<file path="src/rtl/booth_mult_arbiter.sv">
// booth_mult_arbiter: round-robin owner selection and start/busy sequencing for one shared
// signed Booth multiplier. Define BOOTH_ARB_WATCHDOG_EN to add the ISSUE/WAIT timeout abort.
//
// state | meaning
// IDLE  | no owner; issues to the round-robin winner once the multiplier is idle
// ISSUE | owner granted, operands latched, mul_start held until busy is seen
// WAIT  | multiplier running; product captured when busy drops
// DONE  | done pulse to owner, pointer moves past owner, grant released

module booth_mult_arbiter #(
  parameter int NREQ    = 4,
  parameter int WIDTH   = 8,
  parameter int TIMEOUT = 64
) (
  input  logic                  clk,
  input  logic                  reset,
  input  logic [NREQ-1:0]       req,
  input  logic [NREQ*WIDTH-1:0] a_in,
  input  logic [NREQ*WIDTH-1:0] b_in,
  output logic [NREQ-1:0]       grant,
  output logic [NREQ-1:0]       done,
  output logic [2*WIDTH-1:0]    product,
  output logic                  mul_start,
  output logic [WIDTH-1:0]      mul_a,
  output logic [WIDTH-1:0]      mul_b,
  input  logic [2*WIDTH-1:0]    mul_ab,
  input  logic                  mul_busy,
  output logic                  err
);

  localparam int              PTR_W  = $clog2(NREQ);
  localparam logic [PTR_W:0]  NREQ_X = (PTR_W + 1)'(NREQ);
  localparam logic [PTR_W-1:0] LAST  = PTR_W'(NREQ - 1);

  typedef enum logic [1:0] {
    S_IDLE  = 2'd0,
    S_ISSUE = 2'd1,
    S_WAIT  = 2'd2,
    S_DONE  = 2'd3
  } state_t;

  state_t           state;
  state_t           state_nxt;

  logic [PTR_W-1:0] ptr;
  logic [PTR_W-1:0] owner;
  logic [PTR_W-1:0] owner_inc;
  logic [NREQ-1:0]  owner_oh;

  logic [NREQ-1:0]  req_rot;
  logic             win_found;
  logic [PTR_W-1:0] win_off;
  logic [PTR_W:0]   win_sum;
  logic [PTR_W-1:0] win_idx;
  logic [WIDTH-1:0] sel_a;
  logic [WIDTH-1:0] sel_b;

  logic             issue_go;
  logic             finish_go;
  logic             abort_go;

  // Rotate so that bit 0 is the requester currently holding top priority.
  assign req_rot = NREQ'({req, req} >> ptr);

  always_comb begin
    win_found = 1'b0;
    win_off   = '0;
    for (int i = 0; i < NREQ; i++) begin
      if (!win_found && req_rot[i]) begin
        win_found = 1'b1;
        win_off   = PTR_W'(i);
      end
    end
  end

  assign win_sum = {1'b0, ptr} + {1'b0, win_off};
  assign win_idx = (win_sum >= NREQ_X) ? PTR_W'(win_sum - NREQ_X) : PTR_W'(win_sum);

  always_comb begin
    sel_a = '0;
    sel_b = '0;
    for (int i = 0; i < NREQ; i++) begin
      if (win_idx == PTR_W'(i)) begin
        sel_a = a_in[i*WIDTH +: WIDTH];
        sel_b = b_in[i*WIDTH +: WIDTH];
      end
    end
  end

  assign owner_oh  = NREQ'(1) << owner;
  assign owner_inc = (owner == LAST) ? '0 : owner + PTR_W'(1);

  // The multiplier may still be finishing a job that a reset cut short.
  assign issue_go  = (state == S_IDLE) && win_found && !mul_busy;
  assign finish_go = (state == S_WAIT) && !mul_busy;

`ifdef BOOTH_ARB_WATCHDOG_EN
  localparam int WD_W = $clog2(TIMEOUT + 1);

  logic [WD_W-1:0] wd_cnt;
  logic            wd_run;
  logic            err_q;

  assign wd_run = (state == S_ISSUE) || (state == S_WAIT);
  // A normal completion in the same cycle as the terminal count wins.
  assign abort_go = wd_run && (wd_cnt == '0) && !finish_go;

  always_ff @(posedge clk) begin
    if (reset) begin
      wd_cnt <= '0;
      err_q  <= 1'b0;
    end else begin
      err_q <= abort_go;
      if (issue_go) begin
        wd_cnt <= WD_W'(TIMEOUT - 1);
      end else if (wd_run && (wd_cnt != '0)) begin
        wd_cnt <= wd_cnt - 1'b1;
      end
    end
  end

  assign err = err_q;
`else
  assign abort_go = 1'b0;
  assign err      = 1'b0;
`endif

  always_ff @(posedge clk) begin
    if (reset) begin
      state <= S_IDLE;
    end else begin
      state <= state_nxt;
    end
  end

  always_comb begin
    state_nxt = state;
    case (state)
      S_IDLE: begin
        if (issue_go) state_nxt = S_ISSUE;
      end
      S_ISSUE: begin
        if (abort_go) state_nxt = S_IDLE;
        else if (mul_busy) state_nxt = S_WAIT;
      end
      S_WAIT: begin
        if (finish_go) state_nxt = S_DONE;
        else if (abort_go) state_nxt = S_IDLE;
      end
      S_DONE: begin
        state_nxt = S_IDLE;
      end
      default: begin
        state_nxt = S_IDLE;
      end
    endcase
  end

  always_comb begin
    mul_start = (state == S_ISSUE);
    grant     = '0;
    if (state != S_IDLE) grant = owner_oh;
  end

  always_ff @(posedge clk) begin
    if (reset) begin
      ptr     <= '0;
      owner   <= '0;
      mul_a   <= '0;
      mul_b   <= '0;
      product <= '0;
      done    <= '0;
    end else begin
      done <= '0;
      if (issue_go) begin
        owner <= win_idx;
        mul_a <= sel_a;
        mul_b <= sel_b;
      end
      if (finish_go) begin
        product <= mul_ab;
        done    <= owner_oh;
      end
      if (abort_go) begin
        product <= '0;
        done    <= owner_oh;
      end
      if ((state == S_DONE) || abort_go) ptr <= owner_inc;
    end
  end

endmodule
</file>
<file path="config.mk">
export PLATFORM = sky130hd
export DESIGN_NAME = booth_mult_arbiter
export DESIGN_NICKNAME = d
export VERILOG_FILES = /design/src/rtl/booth_mult_arbiter.sv
export SDC_FILE = /design/constraint.sdc
export NUM_CORES = 1
export LEC_CHECK = 0
export ABC_CLOCK_PERIOD_IN_PS = 4400
export BUFFER_PORTS_ARGS = -buffer_cell sky130_fd_sc_hd__buf_2
export CAP_MARGIN = 20
export CORE_UTILIZATION = 49
export CTS_BUF_LIST = sky130_fd_sc_hd__clkbuf_4
export CTS_CLUSTER_SIZE = 24
export DETAILED_ROUTE_END_ITERATION = 8
export GPL_ROUTABILITY_DRIVEN = 0
export PLACE_DENSITY = 0.91
export REMOVE_ABC_BUFFERS = 1
export SETUP_SLACK_MARGIN = 0.02
export SLEW_MARGIN = 20
export SYNTH_ARGS = -nofsm -noshare
export SYNTH_HDL_FRONTEND = slang
export SYNTH_SLANG_ARGS = --single-unit
</file>
<file path="constraint.sdc">
create_clock -name clk -period 4.4 [get_ports clk]
set_clock_uncertainty 0.05 [all_clocks]
set_input_delay 0.88 -clock clk [delete_from_list [all_inputs] [get_ports clk]]
set_output_delay 0.88 -clock clk [all_outputs]
set_load 0.005 [all_outputs]
</file>
* After elaboration in Yosys (flattened, before gate mapping)
Cells that the tools add are included.
** Word-level totals
- Flip-flop bits (word level) :: 42
- Word-level logic and storage cells :: 61
** Cells by class
- $add $sub $neg :: 3
- Order comparisons :: 1
- Equality and inequality tests :: 10
- Shift-type cells :: 2
- Mux-type cells :: 22
- Bitwise logic cells :: 1
- Reduce and logical (&&, ||, !) cells :: 15
** Operators by type and width (count)
- $mux 8 :: 8
- $mux 2 :: 7
- $eq 2x2->1 const B :: 5
- $pmux 2 s4 :: 1
- $shr 8x2->4 :: 1
- $logic_and 1x1->1 :: 6
- $mux 1 :: 5
- $eq 2x1->1 const B :: 2
- $logic_not 1->1 :: 4
- $logic_not 2->1 :: 2
- $mux 4 :: 1
- $ne 2x2->1 const B :: 2
- $shl 1x2->4 const A :: 1
- $add 2x2->3 :: 1
- $ge 3x3->1 const B :: 1
- $reduce_and 3->1 :: 1
- $add 2x1->2 const B :: 1
- $ne 2x1->1 const B :: 1
- $reduce_bool 2->1 :: 1
- $reduce_or 2->1 :: 1
- $sub 2x1->2 const B :: 1
- $not 1->1 :: 1

* Depth between registers and ports, before layout
Gate-level depths: netlist (run 1).
- Word-level depth :: 19
- Depth in mapped cells :: 14

* Worst setup path before layout (run 1)
Ideal clock, no wire load.
- Path type :: input port to flip-flop
- Start :: input port req[0]
- End :: register mul_a[7]
- Setup time :: 0.120 ns
- Arrival :: 3.329 ns
- Required time :: 4.230 ns
- Path slack :: 0.901 ns
- Cell stages on the path :: 12
- Path buffers :: 3
- Path through :: buf_2 nor2_1 a221oi_1 a21oi_1 a211o_1 ha_1 clkbuf_1 clkbuf_1 mux2_2 nor3_1 nor3_1 a211o_1
** Between the ends
- Longest elaborated chain between the ends :: 19
- Elaborated cells between the ends (all ways) :: 28
** RTL lines
- start: declaration :: line 17 : input logic [NREQ-1:0] req,
- $shr 8x2->4 * :: line 63 : assign req_rot = NREQ'({req, req} >> ptr);
- $mux 1 :: line 69 : if (!win_found && req_rot[i]) begin
- $logic_not 1->1 :: line 69
- $logic_and 1x1->1 :: line 69
- $mux 1 :: line 69
- $logic_not 1->1 :: line 69
- $logic_and 1x1->1 :: line 69
- $mux 1 :: line 69
- [2 not listed]
- $mux 2 * :: line 69
- $add 2x2->3 * :: line 76 : assign win_sum = {1'b0, ptr} + {1'b0, win_off};
- $ge 3x3->1 or $sub 2x1->2 (tied branches) :: line 77 : assign win_idx = (win_sum >= NREQ_X) ? PTR_W'(win_sum - NREQ_X) : PTR_W'(win_sum);
- $mux 2 * :: line 77
- named net win_idx[0] :: line 54 : logic [PTR_W-1:0] win_idx;
- $logic_not 2->1 :: line 83 : if (win_idx == PTR_W'(i)) begin
- $mux 8 (3 in a row) :: line 83
- $mux 8 * :: line 83
- end signal: assignment :: line 177 : mul_a <= sel_a;
- end: declaration :: line 24 : output logic [WIDTH-1:0] mul_a,
The timed path passes the listed nets; every way through them passes the cells marked *.
A chain may end at the register's enable or synchronous reset.

* Worst setup path after layout (run 1)
- Start :: input port req[0]
- End :: register mul_a[4]
Same word-level chain as after synthesis.

==> flow_summary.toml, run 1 <==
[clocking]
cts_tree = "yes"
post-cts-setup-buffers = 0
cts.sinks = 42
cts_root_buf = "clkbuf_4"
post_cts_resized = 0
clk_latency_ns = 0.37
clk_path_buf_depth = 2
htree_num_levels = 2
clk_pin_slew_worst_paths_ns = 0.13
cts_buffers = 5
ctsHoldBuffers = 0

[timing]
max_slew.worst_pin.slew_ns = 1.02
period_minus_slack_ns = 3.39
final_max_slew_viol_count = 0
fin_tns_setup_ns = 0
post-route-period-util_pct = 77.2
finalHoldViolCount = 0
setup_ws_ns = 1.01
rsz0062_at_grt = "no"
setup_viol = 0
timing.slew.headroom_pct = 32.2
fmax_ghz = 0.295

[pwr]
powerDensity_mw_per_mm2 = 388
power.leakage_uw = 0.00162
ir_drop_uv = 201

[worst_setup_path]
critPathLaunch = "req[0]"
critPathTopFamily = "compound AO/OA/AOI/OAI gates"
max_stage_delay_ns = 0.52
cp_data_required_time_ns = 4.60
crit_path_cell_trace = "buf_2 -> nor2_1 -> a221oi_1 -> a21oi_1 -> a211o_1 -> ha_1 -> buf_4 -> mux2_2 -> nor3_1 -> nor3_1 -> a211o_1"
crit_path_end_kind = "flop"
critPathBufInv = 2
worstPathArrival_ns = 3.60
path_class = "in2reg"
critPathLaunchType = "primary input"
timing.rr.start = "ptr[0]$_SDFFE_PP0N_"
cp_slowest_cell = "ha_1"
worst-path-max-fanout = 25

[layout]
n_antenna_cell = 0
mostFrequentLayoutCell = "buf_2"
final_util_pct = 63.1
drive_above_1_share_pct = 37.4
multiInputGateArea_sq_mm = 0.00176
final_net_count = 560
regArea_sq_um = 841
layout_common_cells = "buf_2, nor3_1, a21oi_1, dfxtp_1, nand2_1"
fillerInstances = 513
area_growth_pct = 24.2

[global_routing]
grt_max_degree = 30
antenna_found_initial = 0
grt_pass1_vias = 2790
track_usage_pct = 24.2
grt_pass1_wl_um = 11800
gr-total-overflow = 0

[route]
viasPerCell = 5.59
routedWlPerCell_um = 13.8
drc = 0
wirelength_um = 7410
ant_nets = 0
firstDrtPassIters = 4
num_vias = 3001
drt-initial-drc-count = 133

[logic_synthesis]
synthTopCellsByArea = "dfxtp_1, mux2_2, nor3_1"
yosysSeqAreaShare_pct = 30.2
synth-seq-cells = 42
yosys.cell_types.count = 38
avgSynthCellArea_sq_um = 7.81
ys_warn_count = 0
netlist_instances = 356
synth_largest_area_cell = "dfxtp_1"
syn_area_sq_mm = 0.00278
yosys.area.top_type_share_pct = 30.2

[placed_design]
place_hpwl_um = 5350
dp_slack_ns = 0.602
port_buffers = 127

[floorplan]
dieArea_sq_mm = 0.00598
die_height_um = 77.3
die_w_um = 77.3
ios = 129
rows = 27
initial_utilization_pct = 50.8
core_area_sq_mm = 0.00547

[worst_hold_path]
hp-start = "product[6]$_SDFFE_PP0P_"
holdCritPathClass = "reg2reg"

[run]
cap_violations = 0

[outcome]
outcome = "finished, final reports clean"
==> metrics by stage <==
step	hold slack, ns	power, uW	instance area, sq um	instances
finish	0.412	1340	3450	537
global route	0.430	1430	3450	537
CTS	0.414	1350	3450	537
detailed placement	0.396	1140	3390	529
global placement	0.389	1110	3390	529
floorplan	0.397	913	2610	323
==> worst register-to-register path: stages (launching register included) <==
cell      delay [ns]
dfxtp_1         0.54
nor2_1          0.15
a221oi_1        0.33
a21oi_1         0.06
a211o_1         0.24
ha_1            0.52
buf_4           0.38
mux2_2          0.40
nor3_1          0.16
nor3_1          0.08
a211o_1         0.29
==> layout make-up <==
class,count,share of cell area [%]
Clock buffer,5,1.09
Clock inverter,3,0.689
Inverter,4,0.435
Multi-Input combinational cell,277,50.9
Sequential cell,42,24.4
Tap cell,72,2.61
Timing Repair Buffer,134,19.9
==> kinds of logic after synthesis <==
logic type / count (synthesis) / share of synthesized area [%]
buffers and inverters: 37 / 6.70
AO/OA/AOI/OAI: 84 / 18.7
other: 1 / 0.135
XOR/XNOR: 3 / 0.945
multiplexers: 36 / 14.1
AND/OR/NAND/NOR: 144 / 25.1
flip-flops: 42 / 30.2
adder cells (fa/ha/maj): 9 / 4.05
==> synthesized netlist by cell type (all sizes together) <==
cell type  count
a21oi         46
nand3          2
clkbuf        17
xnor2          2
ha             9
o211ai         2
buf           16
and2           4
o21ai          7
nor4b          1
nor2b          7
nand2b         2
o31ai          4
mux2i         10
conb           1
nand2         41
a211o         14
nor2          21
nor4           2
a211oi         7
a21o           2
nor3          58
dfxtp         42
nor3b          2
mux2          26
o21a           1
a221oi         1
or3            1
and3           3
inv            4
xor2           1
==> per-layer routing <==
layer	share of wire, %	routed length (um)	track usage [%]	vias to the layer above
met5	0	0	0	-
met4	2.0	150	10.6	0
met3	6.5	485	4.76	19
met2	50	3690	44.7	139
met1	42	3090	26.5	1356
li1	-	-	-	1487
==> where the power goes <==
group | switching (uW) | leakage, uW | internal, uW
logic | 331 | 0.00125 | 299
clock network | 140 | 0.0000278 | 64.1
registers | 51.5 | 0.000342 | 454
==> worst paths after layout <==
path | endpoint | slack [ns] | cells past startpoint
setup / recovery | mul_a[4]$_SDFFE_PP0P_ | 1.01 | 11
hold / removal | product[6]$_SDFFE_PP0P_ | 0.41 | 2
setup reg to reg | mul_a[4]$_SDFFE_PP0P_ | 1.10 | 10
hold reg to reg | product[6]$_SDFFE_PP0P_ | 0.41 | 2
==> flip-flops by register name, indices dropped and copies added (netlist names) <==
signal,count
product,16
owner,2
state,2
mul_a,8
ptr,2
mul_b,8
done,4
Note: power is estimated with default switching activity, not from simulation.
==> run 2, diff against run 1 <==
--- a/config.mk
+++ b/config.mk
@@ -5,15 +5,16 @@
 export SDC_FILE = /design/constraint.sdc
 export NUM_CORES = 1
 export LEC_CHECK = 0
-export ABC_CLOCK_PERIOD_IN_PS = 4400
+export ABC_AREA = 1
+export ABC_CLOCK_PERIOD_IN_PS = 3000
 export BUFFER_PORTS_ARGS = -buffer_cell sky130_fd_sc_hd__buf_2
 export CAP_MARGIN = 20
-export CORE_UTILIZATION = 49
+export CORE_UTILIZATION = 42
 export CTS_BUF_LIST = sky130_fd_sc_hd__clkbuf_4
 export CTS_CLUSTER_SIZE = 24
 export DETAILED_ROUTE_END_ITERATION = 8
 export GPL_ROUTABILITY_DRIVEN = 0
-export PLACE_DENSITY = 0.91
+export PLACE_DENSITY = 0.87
 export REMOVE_ABC_BUFFERS = 1
 export SETUP_SLACK_MARGIN = 0.02
 export SLEW_MARGIN = 20
==> constraint.sdc (replaced) <==
create_clock -name clk -period 3 [get_ports clk]
set_clock_uncertainty 0.05 [all_clocks]
set_input_delay 0.6 -clock clk [delete_from_list [all_inputs] [get_ports clk]]
set_output_delay 0.6 -clock clk [all_outputs]
set_load 0.005 [all_outputs]
==> run 2 against run 1 <==
Synthesized cell count fell by 1.7%. Clock power rose by 79%. Sequential share of layout area is 2.5 points higher. Routed wire length decreased by 15%.
==> flow_summary.toml, run 2 <==
[outcome]
outcome = "finished, final reports clean"

[worst_setup_path]
worstPathArrival_ns = 2.79
crit_path_cell_trace = "inv_2 -> nand2_1 -> nand3_1 -> nand2_1 -> nand3_1 -> a21boi_0 -> ha_1 -> xnor2_1 -> nand3_4 -> nand2_4 -> nand2_2 -> o21ai_0 -> inv_1 -> nand2_1 -> a21oi_1"
crit_path_frequent_cell = "nand2_1"
cp_slowest_cell = "dfxtp_1"
timing.rr.start = "ptr[0]$_SDFFE_PP0N_"
cp_data_required_time_ns = 3.17
max_stage_delay_ns = 0.49
r2r_slack_ns = 0.37
r2r_end = "mul_a[4]$_SDFFE_PP0P_"
setup.worst_path.end = "mul_a[4]$_SDFFE_PP0P_"
worst-path-max-fanout = 21
rr_worst_depth = 15
path_class = "reg2reg"
crit_path_end_kind = "flop"
critPathLaunchType = "flop"
critPathLaunch = "ptr[0]$_SDFFE_PP0N_"

[floorplan]
core_area_sq_mm = 0.00547
die_w_um = 77.3
initial_utilization_pct = 43.5
ios = 129
dieArea_sq_mm = 0.00597
die_height_um = 77.3
rows = 27

[clocking]
clk_latency_ns = 0.33
cts_root_buf = "clkbuf_4"
cts_buffers = 5
cts.sinks = 42
clk_pin_slew_worst_paths_ns = 0.13
clk_path_buf_depth = 2
htree_num_levels = 2
post_cts_resized = 0
cts_tree = "yes"

[layout]
area_growth_pct = 31.7
largest_reg_flops = 16
final_net_count = 568
largest-register = "product"
mostFrequentLayoutCell = "buf_2"
top_regs = "product: 16 flops, mul_a: 8 flops, mul_b: 8 flops"
layout_common_cells = "buf_2, nand2_1, nor2_1, dfxtp_1, o21ai_0"
drive_above_1_share_pct = 34.7
n_antenna_cell = 0

[placed_design]
place_hpwl_um = 4790
dp_slack_ns = 0.222
port_buffers = 127

[global_routing]
grt_pass1_wl_um = 10300
antenna_found_initial = 0
track_usage_pct = 21.1
grt_pass1_vias = 2397
grt_max_degree = 27
gr-total-overflow = 0

[route]
ant_nets = 0
num_vias = 2676
routedWlPerCell_um = 11.6
drc = 0
drt-initial-drc-count = 113
firstDrtPassIters = 4
wirelength_um = 6330
viasPerCell = 4.91

[logic_synthesis]
ys_warn_count = 0
synthTopCellsByArea = "dfxtp_1, nand2_1, o21ai_0"
synth-seq-cells = 42
netlist_instances = 350
yosysSeqAreaShare_pct = 35.3
yosysMostFrequentCell = "nand2_1"
synth_edf_count = 0
synth_flop_cell = "dfxtp_1"
synth_largest_area_cell = "dfxtp_1"
synth_common_cells = "nand2_1, nor2_1, dfxtp_1"
yosys.cell_types.count = 30
avgSynthCellArea_sq_um = 6.80
yosys.area.top_type_share_pct = 35.3
async_flop_share_pct = 0
syn_area_sq_mm = 0.00238

[timing]
fmax_ghz = 0.381
finalHoldViolCount = 0
fin_tns_setup_ns = 0
rsz0062_at_grt = "no"
setup_ws_ns = 0.375
timing.slew.headroom_pct = 55.2
period_minus_slack_ns = 2.63
setup_viol = 0
fin_worst_hold_slack_ns = 0.428
max_slew.worst_pin.slew_ns = 0.671
final_max_slew_viol_count = 0
post-route-period-util_pct = 87.5

[worst_hold_path]
holdCritPathClass = "reg2reg"

[pwr]
ir_drop_uv = 336
power.leakage_uw = 0.00166
powerDensity_mw_per_mm2 = 736

[run]
cap_violations = 0
-- run 2: changes by cell type in the layout (fill, tap and decap cells not counted), moves of 7 or more --
cell	previous run	this run
nor2b_1	7	0
o21ai_0	7	39
nor2_1	21	51
o21ai_1	0	8
nand2_1	40	69
a21oi_1	44	12
inv_1	4	32
a211oi_1	7	0
nand3_1	2	28
mux2i_1	10	0
mux2_2	26	0
nand4_1	0	13
a211o_1	14	0
nor3_1	58	0
-- run 2: kinds of logic after synthesis --
kind of cell             share of synthesized area [%]
flip-flops                                        35.3
AO/OA/AOI/OAI                                     16.3
XOR/XNOR                                         0.368
AND/OR/NAND/NOR                                   32.7
other                                            0.158
buffers and inverters                             10.4
adder cells (fa/ha/maj)                           4.73
-- run 2: where the power goes --
part           total [uW]  switching [uW]  internal [uW]
clock                 366             181            185
combinational        1170             697            475
sequential            765            76.8            689
total                2300             955           1350
-- run 2: timing repair --
item	CTS	global route
buffers inserted	0	1
endpoints found under the setup margin	0	1
hold buffers	0	0
-- run 2: worst min path at each step --
| stage | from | end | slack (ns) | cells after the start |
|---|---|---|---|---|
| floorplan | mul_a[3]$_SDFFE_PP0P_ | mul_a[3]$_SDFFE_PP0P_ | 0.41 | 2 |
| global placement | product[11]$_SDFFE_PP0P_ | product[11]$_SDFFE_PP0P_ | 0.41 | 2 |
| detailed placement | mul_a[5]$_SDFFE_PP0P_ | mul_a[5]$_SDFFE_PP0P_ | 0.42 | 2 |
| CTS | mul_a[5]$_SDFFE_PP0P_ | mul_a[5]$_SDFFE_PP0P_ | 0.43 | 2 |
| global route | mul_ab[3] | product[3]$_SDFFE_PP0P_ | 0.45 | 3 |
| finish | mul_a[5]$_SDFFE_PP0P_ | mul_a[5]$_SDFFE_PP0P_ | 0.43 | 2 |
-- run 2: per-layer routing --
metal	wire, um	share of wire [%]	track usage, %
met1	2700	43	25.4
met2	3040	48	38.1
met3	536	8.5	3.69
met4	52	0.82	5.85
met5	0	0	0
-- run 2: critical path, delay by kind of cell, from the launching register on --
family	cells	cell delay, ns
AO/OA/AOI/OAI	3	0.46
XOR/XNOR	1	0.19
AND/OR/NAND/NOR	8	0.99
flip-flops	1	0.49
buffers and inverters	2	0.15
adder cells (fa/ha/maj)	1	0.18
-- run 2: through the flow --
| stage | util [%] | cell area, sq um | power [uW] | instances |
|---|---|---|---|---|
| floorplan | - | 2270 | 1510 | 332 |
| global placement | 55.3 | 3030 | 1870 | 536 |
| detailed placement | 55.3 | 3030 | 1910 | 536 |
| CTS | 56.9 | 3110 | 2280 | 544 |
| global route | 57.2 | 3130 | 2520 | 545 |
| finish | 57.2 | 3130 | 2300 | 545 |
-- run 2: area by class of cell --
cell class	instances	area, sq um
Inverter	36	135
Sequential cell	42	841
Fill cell	534	2340
Clock inverter	2	37.5
Tap cell	72	90.1
Multi-Input combinational cell	254	1290
Timing Repair Buffer	133	693
Clock buffer	6	45.0
==> run 3, diff against run 2 <==
--- a/config.mk
+++ b/config.mk
@@ -6,15 +6,15 @@
 export NUM_CORES = 1
 export LEC_CHECK = 0
 export ABC_AREA = 1
-export ABC_CLOCK_PERIOD_IN_PS = 3000
+export ABC_CLOCK_PERIOD_IN_PS = 2600
 export BUFFER_PORTS_ARGS = -buffer_cell sky130_fd_sc_hd__buf_2
 export CAP_MARGIN = 20
-export CORE_UTILIZATION = 42
+export CORE_UTILIZATION = 46
 export CTS_BUF_LIST = sky130_fd_sc_hd__clkbuf_4
 export CTS_CLUSTER_SIZE = 24
 export DETAILED_ROUTE_END_ITERATION = 8
 export GPL_ROUTABILITY_DRIVEN = 0
-export PLACE_DENSITY = 0.87
+export PLACE_DENSITY = 0.9
 export REMOVE_ABC_BUFFERS = 1
 export SETUP_SLACK_MARGIN = 0.02
 export SLEW_MARGIN = 20
==> constraint.sdc (replaced) <==
create_clock -name clk -period 2.6 [get_ports clk]
set_clock_uncertainty 0.05 [all_clocks]
set_input_delay 0.52 -clock clk [delete_from_list [all_inputs] [get_ports clk]]
set_output_delay 0.52 -clock clk [all_outputs]
set_load 0.005 [all_outputs]
==> run 3 against run 2 <==
Core utilization grew 7.3 points. Critical path depth grew 2. Sequential power up 16%. Register-to-register slack worse by 0.14 ns. Non-clock buffer count up 3. Clock-buffer cell count fell by 1. Highest routed layer unchanged. Critical endpoint is now mul_a[1]$_SDFFE_PP0P_. Sequential share of layout area increased by 0.18 points. Global-route usage rose by 2.9 points. Fmax rose by 11%. Setup slack lost 0.14 ns. Power increased by 13%. Largest cell class unchanged. Combinational power up 17%.
==> flow_summary.toml, run 3 (synthesis gave the netlist of run 2 again) <==
[route]
num_vias = 2759
viasPerCell = 5.08
wirelength_um = 6340
ant_nets = 0
drc = 0
firstDrtPassIters = 4
routedWlPerCell_um = 11.7
drt-initial-drc-count = 78

[layout]
top_regs = "product: 16 flops, mul_a: 8 flops, mul_b: 8 flops"
drive_above_1_share_pct = 35.7
multiInputGateArea_sq_mm = 0.00130
largest-register = "product"
regArea_sq_um = 846
mostFrequentLayoutCell = "buf_2"
area_growth_pct = 31.6
fillerInstances = 428
largest_reg_flops = 16
design_area_sq_mm = 0.00313
final_net_count = 571
n_antenna_cell = 0
finalNonFillerCells = 543
layout_common_cells = "buf_2, nand2_1, nor2_1, dfxtp_1, o21ai_0"

[global_routing]
grt_pass1_vias = 2371
grt_max_degree = 27
antenna_found_initial = 0
track_usage_pct = 24.0
grt_pass1_wl_um = 10100
gr-total-overflow = 0

[timing]
fin_worst_hold_slack_ns = 0.358
rsz0062_at_grt = "no"
max_slew.worst_pin.slew_ns = 0.675
fmax_ghz = 0.423
finalHoldViolCount = 0
fin_tns_setup_ns = 0
final_max_slew_viol_count = 0
period_minus_slack_ns = 2.36
timing.slew.headroom_pct = 55.0
setup_viol = 0
post-route-period-util_pct = 90.9

[clocking]
cts_root_buf = "clkbuf_4"
cts_buffers = 5
clk_path_buf_depth = 2
cts.sinks = 42
cts_tree = "yes"
clk_pin_slew_worst_paths_ns = 0.14
clk_latency_ns = 0.36
htree_num_levels = 2

[placed_design]
port_buffers = 127
place_hpwl_um = 4970
placed_cells = 533
dpl_cell_area_sq_mm = 0.00304

[worst_setup_path]
worstPathArrival_ns = 2.62
crit_path_end_kind = "flop"
crit_path_cell_trace = "inv_2 -> nand2_1 -> nand3_1 -> nand2_1 -> nand3_1 -> a21boi_0 -> ha_1 -> xnor2_2 -> inv_1 -> nand2_4 -> nand2_4 -> buf_4 -> nor2_2 -> nand2_1 -> nand3_1 -> nor2_1 -> nor2_1"
cp_slowest_cell = "dfxtp_4"
r2r_slack_ns = 0.24
critPathLaunchType = "flop"
path_class = "reg2reg"
timing.rr.start = "ptr[0]$_SDFFE_PP0N_"
r2r_end = "mul_a[1]$_SDFFE_PP0P_"
worst-path-max-fanout = 9
cp_data_required_time_ns = 2.86
max_stage_delay_ns = 0.41
rr_worst_depth = 17

[pwr]
power.leakage_uw = 0.00167
finalPower_uw = 2590
ir_drop_uv = 412
powerDensity_mw_per_mm2 = 828

[floorplan]
dieArea_sq_mm = 0.00546
ios = 129
die_height_um = 73.9
core_area_sq_mm = 0.00485
rows = 25
die_w_um = 73.9
initial_utilization_pct = 49.1

[run]
cap_violations = 0

[outcome]
outcome = "finished, final reports clean"

[worst_hold_path]
hold_end = "product[7]$_SDFFE_PP0P_"
hold_depth = 3
holdCritPathClass = "in2reg"
hp-start = "mul_ab[7]"
run 3: worst max-delay path by stage:
stage / start / end / slack [ns] / cells after the start
3_3_place_gp: req[1] / mul_a[7]$_SDFFE_PP0P_ / 0.13 / 16
2_1_floorplan: req[1] / mul_a[3]$_SDFFE_PP0P_ / 0.09 / 12
3_5_place_dp: req[1] / mul_b[2]$_SDFFE_PP0P_ / -0.03 / 16
6_report: ptr[0]$_SDFFE_PP0N_ / mul_a[1]$_SDFFE_PP0P_ / 0.24 / 17
4_1_cts: ptr[0]$_SDFFE_PP0N_ / mul_b[2]$_SDFFE_PP0P_ / 0.04 / 16
5_1_grt: ptr[0]$_SDFFE_PP0N_ / mul_a[1]$_SDFFE_PP0P_ / 0.03 / 17
run 3: timing repair:
item,in CTS,in global routing
hold buffers,0,0
setup buffers,0,2
endpoints found under the setup margin,0,16
resized for setup,0,5
run 3: area by class of cell:
type	instances	area share, %
inverters	36	4.32
clock buffers	5	1.20
well taps	67	2.68
multi-input cells	254	41.6
flip-flops and latches	42	27.0
repair buffers	136	22.5
clock inverters	3	0.680
run 3: worst max-delay path, delay by kind of cell, from the launching register on:
kind	cells	cell delay, ns
xor gates and xnor gates	1	0.15
and+or+nand+nor	11	0.94
DFF	1	0.41
adders and majority gates	1	0.21
AOI/OAI and AO/OA	1	0.18
buffers and inverters	3	0.35
run 3: through the flow:
step / utilization, % / setup WS, ns
after global placement: 62.7 / 0.127
final: 64.5 / 0.236
after CTS: 63.9 / 0.0429
after floorplan: - / 0.0934
after global routing: 64.5 / 0.0281
after detailed placement: 62.7 / -0.0298
run 3: report_power, final:
part           switching, uW  total (uW)  internal, uW
Combinational            819        1370           554
Sequential              88.5         884           796
Clock                    231         336           105
Total                   1140        2590          1450
run 3: routing by layer:
layer	vias up	track usage, %	share of wire, %
li1	1383	-	-
met5	-	0	0
met4	0	11.1	2.4
met3	14	4.80	7.8
met1	1205	26.7	41
met2	157	43.5	49
